[src/rtl/ysyx_25040129_icache_assoc.sv]
// N-way set-associative instruction cache: same-cycle hits, whole-line INCR fill,
// per-set round-robin replacement, fence.i flush and hit/miss counters.
module ysyx_25040129_icache_assoc #(
  parameter int WAYS          = 2,
  parameter int SET_DIG       = 3,
  parameter int LINE_WORD_DIG = 2
) (
  input  logic        clk,
  input  logic        rst,
  input  logic [31:0] ifu_araddr,
  input  logic        ifu_arvalid,
  output logic        ifu_arready,
  output logic [31:0] ifu_rdata,
  output logic [1:0]  ifu_rresp,
  output logic        ifu_rvalid,
  input  logic        ifu_rready,
  output logic [31:0] out_araddr,
  output logic        out_arvalid,
  input  logic        out_arready,
  output logic [7:0]  out_arlen,
  output logic [1:0]  out_arburst,
  input  logic [31:0] out_rdata,
  input  logic [1:0]  out_rresp,
  input  logic        out_rvalid,
  output logic        out_rready,
  input  logic        out_rlast,
  input  logic        fence_i,
  output logic [31:0] perf_hit,
  output logic [31:0] perf_miss
);
  localparam int OFF   = LINE_WORD_DIG + 2;
  localparam int SETS  = 1 << SET_DIG;
  localparam int WORDS = 1 << LINE_WORD_DIG;
  localparam int TAG_W = 32 - OFF - SET_DIG;
  localparam int WAY_W = (WAYS > 1) ? $clog2(WAYS) : 1;

  typedef enum logic [1:0] {IDLE, RESP, AR, FILL} state_t;
  state_t state_q, state_d;

  logic [31:0]        data_q  [SETS][WAYS][WORDS];
  logic [TAG_W-1:0]   tag_q   [SETS][WAYS];
  logic [WAYS-1:0]    valid_q [SETS];
  logic [WAY_W-1:0]   rr_q    [SETS];

  logic [31:2]              addr_q;
  logic [WAY_W-1:0]         victim_q;
  logic                     vic_rr_q;
  logic [LINE_WORD_DIG-1:0] beat_q;
  logic                     err_q;
  logic                     flush_pend_q;
  logic [31:0]              rdata_q;
  logic [1:0]               rresp_q;

  logic [SET_DIG-1:0]       req_idx, fill_idx;
  logic [TAG_W-1:0]         req_tag;
  logic [LINE_WORD_DIG-1:0] req_word, fill_word;
  logic                     hit, vic_rr, flush_now, hit_acc, miss_acc;
  logic                     beat_fire, beat_err, fill_err;
  logic [31:0]              hit_data;
  logic [WAY_W-1:0]         victim;
  logic                     unused_addr_lsb;

  assign req_idx   = ifu_araddr[OFF+SET_DIG-1:OFF];
  assign req_tag   = ifu_araddr[31:OFF+SET_DIG];
  assign req_word  = ifu_araddr[OFF-1:2];
  assign fill_idx  = addr_q[OFF+SET_DIG-1:OFF];
  assign fill_word = addr_q[OFF-1:2];
  assign unused_addr_lsb = ^ifu_araddr[1:0];

  assign out_araddr  = {addr_q[31:OFF], {OFF{1'b0}}};
  assign out_arlen   = 8'(WORDS - 1);
  assign out_arburst = 2'b01;

  assign flush_now   = (state_q == IDLE) && (fence_i || flush_pend_q);
  assign ifu_arready = (state_q == IDLE) && !fence_i && !flush_pend_q;
  assign hit_acc     = ifu_arready && ifu_arvalid && hit;
  assign miss_acc    = ifu_arready && ifu_arvalid && !hit;
  assign beat_fire   = (state_q == FILL) && out_rvalid;
  assign beat_err    = (out_rresp != 2'b00);
  assign fill_err    = err_q || beat_err;

  always_comb begin
    hit      = 1'b0;
    hit_data = '0;
    for (int w = 0; w < WAYS; w++) begin
      if (valid_q[req_idx][w] && tag_q[req_idx][w] == req_tag) begin
        hit      = 1'b1;
        hit_data = data_q[req_idx][w][req_word];
      end
    end
  end

  // Descending scan so the lowest-index invalid way is the one that sticks.
  always_comb begin
    victim = rr_q[req_idx];
    vic_rr = 1'b1;
    for (int w = WAYS - 1; w >= 0; w--) begin
      if (!valid_q[req_idx][w]) begin
        victim = WAY_W'(w);
        vic_rr = 1'b0;
      end
    end
  end

  always_ff @(posedge clk) begin
    if (rst) state_q <= IDLE;
    else     state_q <= state_d;
  end

  always_comb begin
    state_d     = state_q;
    ifu_rvalid  = 1'b0;
    ifu_rdata   = rdata_q;
    ifu_rresp   = rresp_q;
    out_arvalid = 1'b0;
    out_rready  = 1'b0;
    case (state_q)
      IDLE: begin
        if (hit_acc) begin
          ifu_rvalid = 1'b1;
          ifu_rdata  = hit_data;
          ifu_rresp  = 2'b00;
          if (!ifu_rready) state_d = RESP;
        end else if (miss_acc) begin
          state_d = AR;
        end
      end
      RESP: begin
        ifu_rvalid = 1'b1;
        if (ifu_rready) state_d = IDLE;
      end
      AR: begin
        out_arvalid = 1'b1;
        if (out_arready) state_d = FILL;
      end
      FILL: begin
        out_rready = 1'b1;
        if (out_rvalid && out_rlast) state_d = RESP;
      end
      default: state_d = IDLE;
    endcase
  end

  always_ff @(posedge clk) begin
    if (rst) begin
      for (int s = 0; s < SETS; s++) begin
        valid_q[s] <= '0;
        rr_q[s]    <= '0;
      end
      addr_q       <= '0;
      victim_q     <= '0;
      vic_rr_q     <= 1'b0;
      beat_q       <= '0;
      err_q        <= 1'b0;
      flush_pend_q <= 1'b0;
      rdata_q      <= '0;
      rresp_q      <= 2'b00;
      perf_hit     <= '0;
      perf_miss    <= '0;
    end else begin
      if (flush_now) begin
        for (int s = 0; s < SETS; s++) valid_q[s] <= '0;
        flush_pend_q <= 1'b0;
      end else if (fence_i) begin
        flush_pend_q <= 1'b1;
      end
      if (hit_acc) begin
        perf_hit <= perf_hit + 32'd1;
        rdata_q  <= hit_data;
        rresp_q  <= 2'b00;
      end
      if (miss_acc) begin
        addr_q    <= ifu_araddr[31:2];
        victim_q  <= victim;
        vic_rr_q  <= vic_rr;
        beat_q    <= '0;
        err_q     <= 1'b0;
        perf_miss <= perf_miss + 32'd1;
      end
      if (beat_fire) begin
        beat_q <= beat_q + 1'b1;
        if (beat_q == fill_word) rdata_q <= out_rdata;
        if (beat_err) err_q <= 1'b1;
        if (out_rlast) begin
          // A faulted line stays invalid so the next fetch retries memory.
          if (!fill_err) valid_q[fill_idx][victim_q] <= 1'b1;
          if (vic_rr_q)
            rr_q[fill_idx] <= (rr_q[fill_idx] == WAY_W'(WAYS - 1)) ? '0 : rr_q[fill_idx] + 1'b1;
          rresp_q <= fill_err ? 2'b10 : 2'b00;
        end
      end
    end
  end

  always_ff @(posedge clk) begin
    if (beat_fire) begin
      data_q[fill_idx][victim_q][beat_q] <= out_rdata;
      if (out_rlast && !fill_err) tag_q[fill_idx][victim_q] <= addr_q[31:OFF+SET_DIG];
    end
  end
endmodule

[config.mk]
export PLATFORM = sky130hd
export DESIGN_NAME = ysyx_25040129_icache_assoc
export DESIGN_NICKNAME = d
export VERILOG_FILES = /design/src/rtl/ysyx_25040129_icache_assoc.sv
export SDC_FILE = /design/constraint.sdc
export NUM_CORES = 2
export LEC_CHECK = 0
export BUFFER_PORTS_ARGS = -buffer_cell sky130_fd_sc_hd__buf_2
export CAP_MARGIN = 20
export CORE_ASPECT_RATIO = 1.2
export CORE_MARGIN = 3
export CORE_UTILIZATION = 58
export DETAILED_ROUTE_END_ITERATION = 8
export GPL_ROUTABILITY_DRIVEN = 0
export PLACE_DENSITY_LB_ADDON = 0.15
export SLEW_MARGIN = 0
export SYNTH_ARGS = -nofsm -noshare
export SYNTH_HDL_FRONTEND = slang
export SYNTH_SLANG_ARGS = --single-unit
[constraint.sdc]
create_clock -name clk -period 9.15 [get_ports clk]
set_input_delay 1.83 -clock clk [delete_from_list [all_inputs] [get_ports clk]]
set_output_delay 1.83 -clock clk [all_outputs]
set_load 0.03 [all_outputs]
# Word-level counts from Yosys, hierarchy flattened
# Memory sizes are Yosys's and may differ from the RTL's. A register that Yosys moved wholly into a read port is not among the register bits.
# Index checks and enable logic that the tools add are counted.
dict set report classes {
  addsub 4
  multipliers 0
  div_mod_pow 0
  magnitude_cmp 7
  n_eq_ne 11
  shifts 0
  muxes 84
  n_bitwise 11
  n_reduce_logical 27
}
# op n
set ops {}
lappend ops {{$mux 32} 11}
lappend ops {{$mux 256} 1}
lappend ops {{$bmux 32 s2} 2}
lappend ops {{$demux 128 s1} 1}
lappend ops {{$mux 128} 1}
lappend ops {{$add 32x1->32 const B} 2}
lappend ops {{$demux 32 s2} 1}
lappend ops {{$eq 25x25->1} 2}
lappend ops {{$mux 50} 1}
lappend ops {{$mux 2} 24}
lappend ops {{$mux 1} 33}
lappend ops {{$demux 25 s1} 1}
lappend ops {{$mux 25} 1}
lappend ops {{$logic_and 1x1->1} 14}
lappend ops {{$mux 3} 4}
lappend ops {{$or 1x1->1} 8}
lappend ops {{$pmux 2 s4} 1}
lappend ops {{$ge 3x3->1 const B} 2}
lappend ops {{$ne 3x3->1 const B} 2}
lappend ops {{$not 2->3} 2}
lappend ops {{$reduce_and 5->1} 1}
lappend ops {{$eq 2x2->1 const B} 2}
lappend ops {{$logic_not 1->1} 4}
lappend ops {{$ne 2x2->1 const B} 2}
lappend ops {{18 further kinds} 21}
dict set report totals {
  ff_bits 136
  latch_bits 0
  ramBits 2472
  mem_bits_ro 0
  inputBits 74
  wordCells 159
  n_memories 4
}
# name depth word_bits rd rd_clocked_by_memory_dff wr line_no
set mem_list {}
lappend mem_list {data_q 8 256 1 0 1 40} ;# logic [31:0] data_q [SETS][WAYS][WORDS];
lappend mem_list {tag_q 8 50 1 0 1 41} ;# logic [TAG_W-1:0] tag_q [SETS][WAYS];
lappend mem_list {valid_q 8 2 1 0 8 42} ;# logic [WAYS-1:0] valid_q [SETS];
lappend mem_list {rr_q 8 1 2 1 8 43} ;# logic [WAY_W-1:0] rr_q [SETS];

# Depth between registers and ports, before layout
# An unclocked memory read counts as a cell.
dict set report depth {
  word_depth 10
  depth_mapped 17
}

# Worst setup path before layout
# Ideal clock, no wire load.
dict set report synth_path {
  path_kind {input -> output}
  startpoint {in ifu_araddr[4]}
  endpoint {out ifu_rdata[12]}
  arrival_ps 5235
  path_slack_ps 2085
  stages 15
  path_cell_list {buf_2 buf_4 buf_6 buf_4 buf_6 buf_2 buf_4 buf_4 buf_2 mux4_2 mux4_2 nand2_1 a21oi_1 o21ai_1 o21ai_0}
}
dict set report synth_between {
  elab_chain_len 8
}
# element line_no
set synth_rtl {}
lappend synth_rtl {{from (decl)} 10} ;# input logic [31:0] ifu_araddr,
lappend synth_rtl {{$mem_v2 8x50 / $mem_v2 8x256 (equally long branches)} -}
lappend synth_rtl {{$eq 25x25->1 / $bmux 32 s2 (equally long branches)} {86, 88}}
lappend synth_rtl {{$logic_and 1x1->1 / $mux 32 (equally long branches)} {86, 88}}
lappend synth_rtl {{$mux 1 / $mux 32 (equally long branches)} {86, 88}}
lappend synth_rtl {{$mux 1 / $mux 32 (equally long branches)} 86} ;# if (valid_q[req_idx][w] && tag_q[req_idx][w] == req_tag) begin
lappend synth_rtl {{$logic_and 1x1->1 / $mux 32 (equally long branches)} {76, 86}}
lappend synth_rtl {{$mux 32 (*)} 119} ;# if (hit_acc) begin
lappend synth_rtl {{$mux 32 (*)} 117} ;# case (state_q)
lappend synth_rtl {{to (decl)} 13} ;# output logic [31:0] ifu_rdata,
# Mark *: on every way between the ends. The rest lies on a longest branch, timed or not. The select of a mux whose other input is x is not followed.

# Final worst setup path
dict set report layout_path {
  startpoint {in ifu_araddr[5]}
  endpoint {out ifu_rdata[16]}
}
# The elaborated chain is that of the path after synthesis.

==> metrics.txt <==
# TYPE chip_impl_metric gauge
chip_impl_metric{name="synth_largest_type_area_fraction",unit="%"} 72.1
chip_impl_metric{name="detail-route-antenna-nets",unit=""} 0
chip_impl_metric{name="max_capacitance_violation_total",unit=""} 0
chip_impl_metric{name="design.portCount",unit=""} 218
chip_impl_metric{name="final_period_minus_worst_setup_slack",unit="ns"} 8.45
chip_impl_metric{name="timing.final.crit_share",unit="%"} 92.3
chip_impl_metric{name="report.final.slew_viol_count",unit=""} 0
chip_impl_info{name="critical-path-top-delay-family",value="buffers and inverters"} 1
chip_impl_info{name="critPathKind",value="input pin to output pin"} 1
chip_impl_metric{name="crit_arrival",unit="ns"} 6.62
chip_impl_metric{name="cellPowerDensity",unit="nW/µm²"} 208
chip_impl_metric{name="die-width",unit="µm"} 389
chip_impl_metric{name="finalSetupViolCount",unit=""} 0
chip_impl_metric{name="via_count_of_the_first_global_routing_pass",unit=""} 51400
chip_impl_metric{name="cts.path.max_buffers",unit=""} 3
chip_impl_metric{name="global_route.usage.total",unit="%"} 28.5
chip_impl_metric{name="synth.cell_area",unit="µm²"} 102000
chip_impl_metric{name="drt-initial-drc-count",unit=""} 5580
chip_impl_metric{name="starting_density",unit="%"} 58.4
chip_impl_metric{name="post_synthesis_register_bit_count",unit=""} 2611
chip_impl_metric{name="cts-resized-gates",unit=""} 0
chip_impl_metric{name="cp_max_fo",unit=""} 31
chip_impl_metric{name="chipHeight",unit="µm"} 466
chip_impl_metric{name="worst_hold_path.num_cells",unit=""} 2
chip_impl_metric{name="design.final.nets",unit=""} 5316
chip_impl_metric{name="cp_num_buf_inv",unit=""} 5
chip_impl_info{name="grt_setup_unrepaired",value="no"} 1
chip_impl_metric{name="max_freq",unit="MHz"} 118
chip_impl_metric{name="worstPathRequired",unit="ns"} 7.32
chip_impl_info{name="critical_path.most_common_cell",value="buf_4"} 1
chip_impl_metric{name="synth_enable_flop_cells",unit=""} 2456
chip_impl_metric{name="drt_pass1_iterations",unit=""} 6
chip_impl_info{name="critical_path.slowest_cell",value="or3_1"} 1
chip_impl_info{name="ys_top_cells_by_area",value="edfxtp_1, mux4_2, dfxtp_1"} 1
chip_impl_metric{name="cts.hold.buffers_added",unit=""} 0
chip_impl_metric{name="yosysUniqueCellTypes",unit=""} 72
chip_impl_metric{name="detail_route.vias_per_cell",unit=""} 6.61
chip_impl_metric{name="dp_cells",unit=""} 7270
chip_impl_metric{name="critical_path_cell_count",unit=""} 14
chip_impl_metric{name="final.setup.tns",unit="ns"} 0
chip_impl_metric{name="post_cts.repair.setup_buffers",unit=""} 0
chip_impl_info{name="global_route_hottest_layer",value="met2"} 1
chip_impl_metric{name="power_leakage",unit="nW"} 37.0
chip_impl_metric{name="yosys_warnings",unit=""} 0
chip_impl_info{name="run_status",value="finished, final reports clean"} 1
chip_impl_metric{name="clock_sink_count",unit=""} 2611
chip_impl_metric{name="post-dp-hpwl",unit="mm"} 134
chip_impl_metric{name="grt_util_met3",unit="%"} 5.59
chip_impl_info{name="primary_ff_master_synth",value="edfxtp_1"} 1
chip_impl_metric{name="critical_path_s_largest_stage_delay",unit="ns"} 0.67
chip_impl_metric{name="port_buffers",unit=""} 201
chip_impl_metric{name="fp.dieArea",unit="µm²"} 181000
chip_impl_metric{name="placement_rows",unit=""} 168
chip_impl_info{name="tritoncts",value="built"} 1
chip_impl_metric{name="first_pass_grt_wire_length",unit="mm"} 367
chip_impl_info{name="netlist.top_cell.by_area",value="edfxtp_1"} 1
chip_impl_metric{name="finClkSkew",unit="ns"} 0.0424
chip_impl_metric{name="drc_errors",unit=""} 0
chip_impl_metric{name="clk-insertion-delay-late",unit="ns"} 0.87
chip_impl_metric{name="reg2regPathDepth",unit=""} 10
chip_impl_metric{name="finalHoldViolCount",unit=""} 0
chip_impl_metric{name="timing_worst_slew_pin_value",unit="ns"} 1.16
chip_impl_metric{name="async_reset_ff_share",unit="%"} 0
chip_impl_metric{name="fin_cells",unit=""} 7730
chip_impl_metric{name="grt_max_degree",unit=""} 117
chip_impl_metric{name="cts_inserted_buffers",unit=""} 239
chip_impl_info{name="setup.worst_path.start_class",value="input pin"} 1
chip_impl_metric{name="vias",unit=""} 51100
chip_impl_metric{name="clk_transition_reported_paths",unit="ns"} 0.06
chip_impl_metric{name="cts.htree.levels",unit=""} 4
chip_impl_metric{name="ir_worst_vdd",unit="mV"} 0.184
chip_impl_metric{name="antenna_found_initial",unit=""} 17
chip_impl_info{name="cp_cell_instances",value="buf_8 -> buf_4 -> nor2b_1 -> buf_4 -> a22o_1 -> o31a_1 -> nor4_1 -> nand4_1 -> or3_1 -> buf_4 -> a21oi_1 -> o21ai_1 -> o21ai_0 -> buf_2"} 1
chip_impl_info{name="kind_of_end_point_of_the_critical_path",value="output pin"} 1
chip_impl_info{name="hold_path.class",value="register to register"} 1
chip_impl_info{name="clockRootBuffer",value="clkbuf_16"} 1
chip_impl_metric{name="slew-limit-headroom",unit="%"} 21.8
chip_impl_metric{name="gr-total-overflow",unit=""} 0
chip_impl_metric{name="ys_seq_area_share",unit="%"} 75.1
chip_impl_metric{name="met2_grt_util",unit="%"} 46.8
chip_impl_metric{name="placeableCoreArea",unit="µm²"} 175000
chip_impl_metric{name="post_synthesis_mean_instance_area",unit="µm²"} 20.9
chip_impl_metric{name="groute.layer.met1.usage",unit="%"} 38.8
chip_impl_metric{name="wl_per_cell",unit="µm"} 33.0
chip_impl_metric{name="drive_gt1_share",unit="%"} 28.5
chip_impl_metric{name="wirelength",unit="mm"} 255
chip_impl_metric{name="synth_cells",unit=""} 4902
chip_impl_metric{name="area_delta_synth_final",unit="%"} 12.1
-- state kept, by name, summed over array words and instances (netlist names), named ones only --
register      cells
addr_q           30
data_q         2048
perf_miss        32
beat_q            2
tag_q           400
rdata_q          32
vic_rr_q          1
rr_q              8
valid_q          16
state_q           2
err_q             1
flush_pend_q      1
victim_q          1
perf_hit         32
rresp_q           2
-- worst paths after layout --
check	slack, ns	endpoint	start
max	0.70	ifu_rdata[16]	ifu_araddr[5]
min	0.45	vic_rr_q$_SDFFE_PP0P_	vic_rr_q$_SDFFE_PP0P_
max reg2reg	4.58	rdata_q[16]$_SDFF_PP0_	tag_q[4][15]$_DFFE_PP_
min reg2reg	0.45	vic_rr_q$_SDFFE_PP0P_	vic_rr_q$_SDFFE_PP0P_
-- final cells by class --
| cell class | instances | area, µm² |
|---|---|---|
| Multi-Input combinational cell | 1926 | 24200 |
| Clock inverter | 134 | 1210 |
| Timing Repair Buffer | 399 | 3000 |
| Sequential cell | 2611 | 76900 |
| Fill cell | 11500 | 60400 |
| Clock buffer | 300 | 6300 |
| Antenna cell | 6 | 15.0 |
| Tap cell | 2295 | 2870 |
| Inverter | 59 | 221 |
-- tightest hold or removal path, stage by stage (launching register included) --
cell     delay [ns]
dfxtp_1        0.31
nand2_1        0.05
a21oi_1        0.05
-- layer usage --
metal  wire length [µm]  up-vias  share of wire (%)
met1              95200    27200                 37
met5                 69        -              0.027
li1                   -    20900                  -
met2             127000     2525                 50
met4               9040       10                3.5
met3              23500      435                9.2
-- kinds of logic after synthesis --
group / count (synthesis) / share of synthesized area, %
other: 2 / 0.00734
adder cells (fa/ha/maj): 6 / 0.0734
flip-flops: 2611 / 75.1
multiplexers: 894 / 17.2
buffers and inverters: 377 / 1.88
AND/OR/NAND/NOR: 601 / 3.05
AO/OA/AOI/OAI: 378 / 2.39
XOR/XNOR: 33 / 0.283
-- power by group --
group / leakage (nW) / switching (mW) / total (mW) / internal [mW]
logic: 9.65 / 0.680 / 1.13 / 0.455
clock network: 3.69 / 4.25 / 9.64 / 5.39
registers: 23.6 / 0.0375 / 13.1 / 13.1
total: 37.0 / 4.96 / 23.9 / 18.9
-- cell usage after synthesis, drive strengths merged, types with 11 or more instances --
library cell	n
a211oi	22
xor2	19
nor2b	39
nor3	11
mux4	688
a31oi	22
nand2	108
nor2	179
o31ai	16
buf	174
a22o	23
and2	18
nor4	14
edfxtp	2456
or3	50
a31o	13
nand3	36
a22oi	28
dfxtp	155
nand2b	45
or4	18
o211a	11
o21ai	64
clkbuf	144
nand4	37
and3	17
inv	59
mux2i	179
mux2	27
a21oi	140
xnor2	14
-- stage by stage --
step	utilization (%)	total power, mW	instance area [µm²]	hold WS (ns)	setup slack [ns]
2_1_floorplan	-	14.1	102000	0.427	2.08
3_3_place_gp	60.9	14.5	107000	0.436	0.788
3_5_place_dp	61.0	14.5	107000	0.441	0.757
4_1_cts	65.3	24.0	114000	0.450	0.747
5_1_grt	65.5	24.6	115000	0.472	0.557
6_report	65.5	23.9	115000	0.450	0.703
-- cells in the final DEF, fill, tap and decap left out, types with 14 or more instances in the layout --
cell / instances
a22o_1: 23
nand4_1: 34
or3_1: 50
nor2b_1: 39
bufinv_16: 19
nand2b_1: 45
clkinv_2: 47
a31oi_1: 22
xnor2_1: 14
inv_1: 59
mux2_2: 19
clkbuf_1: 54
and3_1: 16
dfxtp_1: 155
xor2_1: 19
or4_1: 18
nor2_1: 99
nor2_4: 80
nand2_1: 108
o31ai_1: 16
mux4_2: 688
a21oi_1: 138
clkbuf_16: 241
nand3_1: 35
conb_1: 14
o21ai_1: 22
o21ai_0: 42
a211oi_1: 21
a22oi_1: 28
buf_2: 195
clkinv_1: 51
buf_12: 28
mux2i_1: 179
and2_1: 18
buf_4: 165
edfxtp_1: 2456
Power figures use the tool's default switching activity.
